**config.mk**
```make
export PLATFORM = sky130hd
export DESIGN_NAME = data_bus_arbiter
export DESIGN_NICKNAME = d
export VERILOG_FILES = /design/src/rtl/data_bus_arbiter.sv
export SDC_FILE = /design/constraint.sdc
export NUM_CORES = 1
export LEC_CHECK = 0
export ABC_AREA = 1
export CAP_MARGIN = 20
export CORE_AREA = 4 4 137 139
export CTS_BUF_LIST = sky130_fd_sc_hd__clkbuf_8
export DETAILED_ROUTE_END_ITERATION = 8
export DIE_AREA = 0 0 141 143
export GPL_ROUTABILITY_DRIVEN = 0
export PLACE_DENSITY = 0.79
export SYNTH_ARGS = -nofsm -noshare
export SYNTH_HDL_FRONTEND = slang
export SYNTH_SLANG_ARGS = --single-unit
```
**constraint.sdc**
```tcl
create_clock -name clock -period 4.8 [get_ports clock]
set_input_delay 0.96 -clock clock [delete_from_list [all_inputs] [get_ports clock]]
set_output_delay 0.96 -clock clock [all_outputs]
set_load 0.1 [all_outputs]
```
**src/rtl/data_bus_arbiter.sv**
```systemverilog
`default_nettype none
// data_bus_arbiter: round-robin sharing of one data memory bus between core (port 0) and DMA (port 1).
// Optional transaction abort after TIMEOUT_CYCLES is enabled by defining DATA_BUS_ARB_TIMEOUT_EN.
module data_bus_arbiter #(
  parameter int TIMEOUT_CYCLES = 256
) (
  input  logic        clock,
  input  logic        reset,
  input  logic        core_req,
  input  logic        core_write_enable,
  input  logic [31:0] core_address,
  input  logic [31:0] core_write_data,
  input  logic [3:0]  core_byte_enable,
  output logic        core_gnt,
  output logic        core_rvalid,
  output logic [31:0] core_read_data,
  output logic        core_err,
  input  logic        dma_req,
  input  logic        dma_write_enable,
  input  logic [31:0] dma_address,
  input  logic [31:0] dma_write_data,
  input  logic [3:0]  dma_byte_enable,
  output logic        dma_gnt,
  output logic        dma_rvalid,
  output logic [31:0] dma_read_data,
  output logic        dma_err,
  output logic        bus_req,
  output logic        bus_write_enable,
  output logic [31:0] bus_address,
  output logic [31:0] bus_write_data,
  output logic [3:0]  bus_byte_enable,
  input  logic        bus_gnt,
  input  logic        bus_rvalid,
  input  logic [31:0] bus_read_data
);

  typedef enum logic [1:0] {
    IDLE = 2'd0,
    REQ  = 2'd1,
    RESP = 2'd2
  } state_t;

  state_t state, state_next;
  logic   owner;       // 0 = core, 1 = dma
  logic   last_owner;
  logic   any_req;
  logic   sel;
  logic   complete;
  logic   timeout;
  logic   abort;

  if (TIMEOUT_CYCLES < 2 || TIMEOUT_CYCLES > 65535) begin : g_param_check
    $error("data_bus_arbiter: TIMEOUT_CYCLES must be in 2..65535");
  end

  assign any_req  = core_req | dma_req;
  // A tie goes to whichever port did not win the previous arbitration.
  assign sel      = (core_req & dma_req) ? ~last_owner : dma_req;
  assign complete = (state == RESP) & bus_rvalid;

`ifdef DATA_BUS_ARB_TIMEOUT_EN
  localparam logic [15:0] TIMEOUT_LIMIT = 16'(TIMEOUT_CYCLES);
  logic [15:0] timeout_count;
  logic        core_err_q;
  logic        dma_err_q;

  assign timeout = (state != IDLE) && (timeout_count == TIMEOUT_LIMIT);

  always_ff @(posedge clock or posedge reset) begin
    if (reset) begin
      timeout_count <= '0;
    end else if (state == IDLE) begin
      timeout_count <= '0;
    end else begin
      timeout_count <= timeout_count + 16'd1;
    end
  end

  always_ff @(posedge clock or posedge reset) begin
    if (reset) begin
      core_err_q <= 1'b0;
      dma_err_q  <= 1'b0;
    end else begin
      core_err_q <= abort & ~owner;
      dma_err_q  <= abort & owner;
    end
  end

  assign core_err = core_err_q;
  assign dma_err  = dma_err_q;
`else
  assign timeout  = 1'b0;
  assign core_err = 1'b0;
  assign dma_err  = 1'b0;
`endif

  // A response landing in the timeout cycle wins over the abort.
  assign abort = timeout & ~complete;

  always_comb begin
    state_next = state;
    bus_req    = 1'b0;
    core_gnt   = 1'b0;
    dma_gnt    = 1'b0;
    case (state)
      IDLE: begin
        if (any_req) state_next = REQ;
      end
      REQ: begin
        if (timeout) begin
          state_next = IDLE;
        end else begin
          bus_req  = 1'b1;
          core_gnt = bus_gnt & ~owner;
          dma_gnt  = bus_gnt & owner;
          if (bus_gnt) state_next = RESP;
        end
      end
      RESP: begin
        if (bus_rvalid || timeout) state_next = IDLE;
      end
      default: state_next = IDLE;
    endcase
  end

  always_ff @(posedge clock or posedge reset) begin
    if (reset) begin
      state            <= IDLE;
      owner            <= 1'b0;
      last_owner       <= 1'b1;
      bus_write_enable <= 1'b0;
      bus_address      <= '0;
      bus_write_data   <= '0;
      bus_byte_enable  <= '0;
      core_rvalid      <= 1'b0;
      dma_rvalid       <= 1'b0;
      core_read_data   <= '0;
      dma_read_data    <= '0;
    end else begin
      state       <= state_next;
      core_rvalid <= 1'b0;
      dma_rvalid  <= 1'b0;
      if (state == IDLE && any_req) begin
        owner            <= sel;
        last_owner       <= sel;
        bus_write_enable <= sel ? dma_write_enable : core_write_enable;
        bus_address      <= sel ? dma_address      : core_address;
        bus_write_data   <= sel ? dma_write_data   : core_write_data;
        bus_byte_enable  <= sel ? dma_byte_enable  : core_byte_enable;
      end
      if (complete || abort) begin
        if (owner) begin
          dma_rvalid    <= 1'b1;
          dma_read_data <= complete ? bus_read_data : 32'h0;
        end else begin
          core_rvalid    <= 1'b1;
          core_read_data <= complete ? bus_read_data : 32'h0;
        end
      end
    end
  end

endmodule
`default_nettype wire
```
==> flow_summary.yaml <==
timing:
  tns_ps: 0
  fin_crit_sh_pct: 70.0
  skew_ps: 8.98
  slew_violations: 0
  rsz0062_at_grt: "false"
  setup_viol: 0
  hold_ws_ps: 475
  finalHoldViolations: 0
  relSlewSlack_pct: 28.2
  max_clock_freq_mhz: 298
  fin_crit_ps: 3360
  worstMarginPinSlew_ps: 1070
hold_path:
  worstHoldPathCells: 2
  hp-class: "reg2reg"
synth:
  synth-compound-area-share_pct: 0.295
  synth_top_family_by_area: "simple AND/OR/NAND/NOR gates"
  ys_types: 18
  synth-xor-area-share_pct: 0
  synth-simple-area-share_pct: 35.7
  syn-cell-area_um2: 6790
  ys_seq_area_share_pct: 51.3
  ys_warn_count: 0
  synthMuxAreaShare_pct: 0
  synth.avg_cell_area_um2: 7.50
  synthAdderAreaFrac_pct: 0
  ys_seq_elements: 139
  syn_inst: 905
critical_path:
  r2r_cells: 6
  start_kind: "register"
  endpoint_kind: "output port"
  worstPathArrival_ps: 2400
  required_ps: 3840
  worstPathMaxFanout: 4
  critical_path_class: "reg2out"
floorplan:
  rows: 49
  core_um2: 17700
  ioPinCount: 316
  fp.dieW_um: 141
  start_util_pct: 38.4
  dieArea_um2: 20200
  die_h_um: 143
cells_and_area:
  multiInputGateArea_um2: 2460
  diodes: 0
  layout.cells.non_filler: 1428
  utilization_pct: 59.0
  seq_area_um2: 3480
  drive_gt1_share_pct: 4.84
  nets: 1362
  fillers: 1616
  area_growth_pct: 53.4
cts:
  clock_latency_ps: 430
  cts_root_buf: "clkbuf_8"
  path_clk_slew_ps: 80
  cts_num_sinks: 139
  tritoncts: "done"
  holdBufCountCts: 0
  max-clock-path-buffers: 2
  cts_made_buffers: 17
  cts.htree.levels: 4
  cts_resized: 0
  cts_setup_buffers: 0
detailed_routing:
  viasPerCell: 4.80
  firstDrtPassIters: 5
  routed_wl_um: 21900
  drcViolationCount: 0
  vias: 6861
  detail_route.wl_per_cell_um: 15.4
  drt_iter0_drc: 445
  antenna_left: 0
outcome:
  outcome: "finished clean"
global_route:
  antenna_found_initial: 0
  grt_pass1_wl_um: 34500
  overflow: 0
  grt_pass1_vias: 6435
  grt_max_degree: 92
  track_usage_pct: 21.5
placement:
  place_inst: 1396
  portBuffers: 313
  dp_hpwl_um: 15400
flow_run:
  cap_violations: 0
==> stage by stage <==
stage,area [µm²],worst slack (ps)
final,10400,1440
after global routing,10400,1340
after CTS,10400,1390
after detailed placement,9990,1740
after global placement,9990,1770
after floorplan,6790,117
==> path summary, 6_finish.rpt <==
check | from | to | slack (ps)
setup / recovery | state[0]$_DFFE_PP0P_ | bus_req | 1440
hold / removal | dma_read_data[9]$_DFFE_PP0P_ | dma_read_data[9]$_DFFE_PP0P_ | 470
setup reg to reg | owner$_DFFE_PP0P_ | core_read_data[22]$_DFFE_PP0P_ | 2660
hold reg to reg | dma_read_data[9]$_DFFE_PP0P_ | dma_read_data[9]$_DFFE_PP0P_ | 470
max in group asynchronous | reset | dma_read_data[12]$_DFFE_PP0P_ | 2860
min in group asynchronous | reset | dma_read_data[16]$_DFFE_PP0P_ | 1070
==> cells by family after synthesis <==
family,Yosys count
AOI/OAI and AO/OA,3
buffers and inverters,210
DFF,139
other,1
and+or+nand+nor,552
==> state kept, by name, summed over array words and instances, names as in the netlist, 2 cells and up <==
register         cells
bus_address         32
bus_write_data      32
core_read_data      32
dma_read_data       32
bus_byte_enable      4
state                2
==> final cells by class <==
class                           count  share of cell area [%]
Clock buffer                       17                    2.25
Clock inverter                     15                    1.80
Inverter                          145                    5.28
Multi-Input combinational cell    557                    23.6
Sequential cell                   139                    33.4
Tap cell                          229                    2.75
Timing Repair Buffer              326                    30.9
==> worst max-delay path: stages, from the launching register on <==
cell	delay [ps]
dfrtp_1	410
inv_1	110
nor2_1	250
clkdlybuf4s50_1	1200
==> routing by layer <==
metal	wire, µm	up-vias	GRT usage, %
met5	0	-	0
met4	361	0	6.12
met3	2350	24	7.60
met2	10700	303	35.4
met1	8470	3167	27.1
li1	-	3367	-
==> Yosys cell counts (all sizes together) <==
master	instances	area share [%]
buf	43	3.5
clkbuf	22	1.2
conb	1	0.055
dfrtp	138	51
dfstp	1	0.39
inv	145	8.0
nand2	341	19
nand3	140	10
nand4	65	6.0
nor2	6	0.48
o21ai	1	0.074
o31ai	2	0.22
==> cell usage in the layout, fill, tap and decap left out, drive strengths merged <==
| master | instances |
|---|---|
| clkdlybuf4s50 | 309 |
| clkinv | 5 |
| nand4 | 65 |
| dfstp | 1 |
| nand2 | 341 |
| inv | 151 |
| clkbuf | 17 |
| nor2 | 6 |
| nand3 | 140 |
| dfrtp | 138 |
| bufinv | 3 |
| o21ai | 1 |
| buf | 17 |
| o31ai | 2 |
| conb | 2 |
| clkinvlp | 1 |
Power is not shown: default switching activity piles up to over one toggle a cycle in this logic, so the estimate is an artifact.
==> variant 1 (config.mk and constraints unchanged) <==
The 3 states of `state_t` get a one-hot encoding in 3 bits.
--- a/src/rtl/data_bus_arbiter.sv
+++ b/src/rtl/data_bus_arbiter.sv
@@ -34,10 +34,10 @@
   input  logic [31:0] bus_read_data
 );
 
-  typedef enum logic [1:0] {
-    IDLE = 2'd0,
-    REQ  = 2'd1,
-    RESP = 2'd2
+  typedef enum logic [2:0] {
+    IDLE = 3'b001,
+    REQ  = 3'b010,
+    RESP = 3'b100
   } state_t;
 
   state_t state, state_next;
Function: same outputs for any inputs over 4 cycles, from zero or initial values and one cycle with reset high; so few cycles prove little.
==> variant 1 against the unedited design <==
  * Area after synthesis down 6.0%
  * Setup slack worse by 0.056 ns
  * Largest cell class unchanged
  * Synthesized cell count is 6.7% lower
  * Sequential cell count rose by 1
  * Cell area is 3.0% lower
  * Wire length fell by 5.5%
  * Count of clock-buffer cells in the layout grew 2
Power is left out: the tool's default activity adds up to more than one toggle a clock period on the data nets, which glitch-free logic cannot reach.
==> variant 1: results (changes against the unedited design) <==
[status]
outcome=finished clean

[synthesis]
synth_common_cells=nand2_1 (556), dfrtp_1 (138), nand4_1 (64)
seq_area_frac_synth_pct=54.93  ; +3.7 points
synth_area_leaders=dfrtp_1 (54%), nand2_1 (33%), nand4_1 (6.3%)
syn_avg_cell_area_sq_um=7.562  ; +0.82%

[drt]
vias=6489  ; -5.4%
drtPass1Iterations=7  ; +2
wirelength_um=20730  ; -5.5%
drtIter0Drc=357  ; -20%

[grt]
grt_usage_pct=20.05  ; -1.5 points
grt_first_pass_wirelength_um=32420  ; -6.1%
antenna_found_initial=1  ; +1
grt_pass1_vias=6357  ; -1.2%

[critical_path]
startpoint=state[1]$_DFFE_PP0P_
ff2ff_setup_slack_ns=2.24  ; -0.42 ns
cp_max_fo=3  ; -1
arrival_ns=2.46  ; +0.06 ns
r2r-start=state[2]$_DFFE_PP0P_

[cells_and_area]
synthToLayoutAreaGrowth_pct=58.20
drive_gt1_share_pct=4.716  ; -0.12 points
fill_cells=1622  ; +0.37%

[hold_path]
hp-start=core_read_data[22]$_DFFE_PP0P_

[sta]
hold_ws_ns=0.4716  ; -0.003025 ns
skew_ns=0.01227  ; +0.003290 ns

[placement]
place_ws_ns=1.847  ; +0.1086 ns
place_area_sq_um=9653  ; -3.4%

-- variant 1: changes by cell type after synthesis, moves of 3 or more --
cell      before  now
inv_1        143   10
buf_2         29   22
buf_1          4    1
nand2_1      340  556
buf_4         10    5
clkbuf_1      22   29
nand3_1      140    4
-- variant 1: final timing paths --
path | cells past startpoint | end
worst max-delay path | 5 | bus_req
worst min-delay path | 2 | core_read_data[22]$_DFFE_PP0P_
worst max register to register | 7 | dma_read_data[22]$_DFFE_PP0P_
worst min register to register | 2 | core_read_data[22]$_DFFE_PP0P_
max in group asynchronous | 3 | bus_byte_enable[3]$_DFFE_PP0P_
min in group asynchronous | 2 | bus_address[10]$_DFFE_PP0P_
-- variant 1: routing by layer --
layer	share of wire [%]	track usage, %
met1	40	24.18
met2	49	34.15
met3	9.0	6.731
met4	2.0	6.272
met5	0.063	0
-- variant 1: kinds of logic (layout without fill, tap and decap cells) --
group	count (synthesis)	count (layout)	share of synthesized area (%)
DFF	140	140	54.93
AOI/OAI and AO/OA	1	1	0.1177
other	1	2	0.05876
and+or+nand+nor	632	632	40.05
buffers and inverters	70	370	4.842
-- variant 1: cell type report --
cell class                 instances  share of cell area [%]
sequential                       140                   34.72
timing repair buffer             325                   32.07
multi-input combinational        635                   25.64
tap                              229                   2.838
clock buffer                      19                   2.590
clock inverter                    13                   1.611
inverter                          13                  0.5328
-- variant 1: worst min-delay path, delay by kind of cell (launching register included) --
kind | cells | cell delay, ns
AND/OR/NAND/NOR | 2 | 0.09
flip-flops | 1 | 0.35
==> variant 2 (config.mk and constraints unchanged) <==
Made on the original files. The option `DATA_BUS_ARB_TIMEOUT_EN` is turned on by a define.
--- a/src/rtl/data_bus_arbiter.sv
+++ b/src/rtl/data_bus_arbiter.sv
@@ -1,6 +1,8 @@
 `default_nettype none
 // data_bus_arbiter: round-robin sharing of one data memory bus between core (port 0) and DMA (port 1).
 // Optional transaction abort after TIMEOUT_CYCLES is enabled by defining DATA_BUS_ARB_TIMEOUT_EN.
+`define DATA_BUS_ARB_TIMEOUT_EN
+
 module data_bus_arbiter #(
   parameter int TIMEOUT_CYCLES = 256
 ) (
Check against the original RTL: no difference found for any inputs over 4 cycles, from zero or initial values and one cycle with reset high; that may be too few to reach the edited logic, so the function may still have changed.
==> variant 2 against the unedited design <==
  * Hold slack lost 0.0042 ns
  * Sequential cell count grew 18
  * Setup slack lost 0.27 ns
  * Cell area grew 2.3%
  * Area after synthesis grew 2.7%
  * Wire length grew 1.9%
Power is not shown: default switching activity piles up to over one toggle a cycle in this logic, so the estimate is an artifact.
==> variant 2: results (changes against the unedited design) <==
[status]
outcome=finished clean

[placement]
hpwl_um=15700  ; +1.9%
place_ws_ns=1.617  ; -0.1214 ns
io_buffers=315  ; +0.64%

[sta]
tightest_slew_ns=1.056  ; -0.01808 ns
skew_ns=0.01578  ; +0.006806 ns

[drt]
wirelength_um=22340  ; +1.9%
drtIter0Drc=347  ; -22%
vias_per_cell=4.838  ; +0.69%

[cells_and_area]
drive_gt1_share_pct=4.592  ; -0.25 points
nets=1343  ; -1.4%
fill_cells=1562  ; -3.3%

[grt]
grt_max_degree=158  ; +72%
grt_usage_pct=21.70  ; +0.15 points
grt_first_pass_wirelength_um=34730  ; +0.60%
antenna_found_initial=2  ; +2
grt_pass1_vias=6607  ; +2.7%

[hold_path]
hp-start=core_read_data[16]$_DFFE_PP0P_

[synthesis]
synth_compound_area_share_pct=11.07  ; +11 points
synthArstFlopShare_pct=100.0  ; unchanged
synthAdderAreaFrac_pct=0.3589  ; +0.36 points
synth.distinct_cells=25  ; +7
synth_area_leaders=dfrtp_1 (56%), nand2_1 (16%), nor2_1 (7.0%)
synth_common_cells=nand2_1 (290), dfrtp_1 (156), nor2_1 (130)
seq_area_frac_synth_pct=56.37  ; +5.1 points
synth_xor_area_share_pct=0.3769  ; +0.38 points

[critical_path]
cp_max_fo=12  ; +8
arrival_ns=2.67  ; +0.27 ns

## variant 2: cell types whose count changed after synthesis, moves of 50 or more
cell | unedited run | this run
inv_1 | 143 | 57
nand2_1 | 340 | 290
nand3_1 | 140 | 11
nand4_1 | 65 | 4
nor2_1 | 4 | 130
o21ai_0 | 1 | 89
o21ai_1 | 0 | 55
## variant 2: layout make-up
| class | instances | area (sq um) | area share (%) |
|---|---|---|---|
| Antenna cell | 2 | 5.005 | 0.04698 |
| Timing Repair Buffer | 321 | 3206 | 30.09 |
| Tap cell | 229 | 286.5 | 2.690 |
| Clock inverter | 11 | 142.6 | 1.339 |
| Sequential cell | 157 | 3930 | 36.89 |
| Multi-Input combinational cell | 608 | 2592 | 24.34 |
| Inverter | 60 | 229.0 | 2.149 |
| Clock buffer | 19 | 261.5 | 2.455 |
## variant 2: metal layers
layer | GRT usage, % | up-vias | share of wire, % | wire length (um)
li1 | - | 3307 | - | -
met1 | 26.39 | 3182 | 41 | 9079
met2 | 35.33 | 276 | 47 | 10520
met3 | 8.506 | 42 | 9.6 | 2151
met4 | 7.751 | 0 | 2.6 | 591
met5 | 0 | - | 0 | 0
## variant 2: kinds of logic (layout without fill, tap and decap cells)
group	Yosys count	in the layout
simple gates	450	450
flops	157	157
compound gates	153	153
buf+inv	105	411
xor+xnor	3	3
fa+ha+maj	2	2
other cells	0	2
## variant 2: path summary, 6_finish.rpt
path / endpoint / slack, ns / cells after the start
setup reg to reg: bus_write_data[10]$_DFFE_PP0P_ / 2.67 / 6
hold / removal: core_read_data[16]$_DFFE_PP0P_ / 0.47 / 2
hold reg to reg: core_read_data[16]$_DFFE_PP0P_ / 0.47 / 2
setup / recovery: bus_req / 1.17 / 7
max in group asynchronous: dma_read_data[9]$_DFFE_PP0P_ / 2.95 / 3
min in group asynchronous: bus_write_enable$_DFFE_PP0P_ / 1.00 / 3
## variant 2: through the flow
| step | cell area (sq um) | hold WS, ns | instances |
|---|---|---|---|
| after global routing | 10650 | 0.4882 | 1407 |
| after CTS | 10650 | 0.4763 | 1405 |
| after floorplan | 6975 | 0.4440 | 870 |
| after global placement | 10240 | 0.4525 | 1375 |
| final | 10650 | 0.4704 | 1407 |
| after detailed placement | 10240 | 0.4572 | 1375 |
## variant 2: worst max-delay path: stages (launching register included)
cell             delay (ns)
dfrtp_1                0.42
nor2_2                 0.10
buf_4                  0.21
nor2_2                 0.07
nand3_1                0.19
nand2_1                0.08
inv_1                  0.05
clkdlybuf4s50_1        1.12
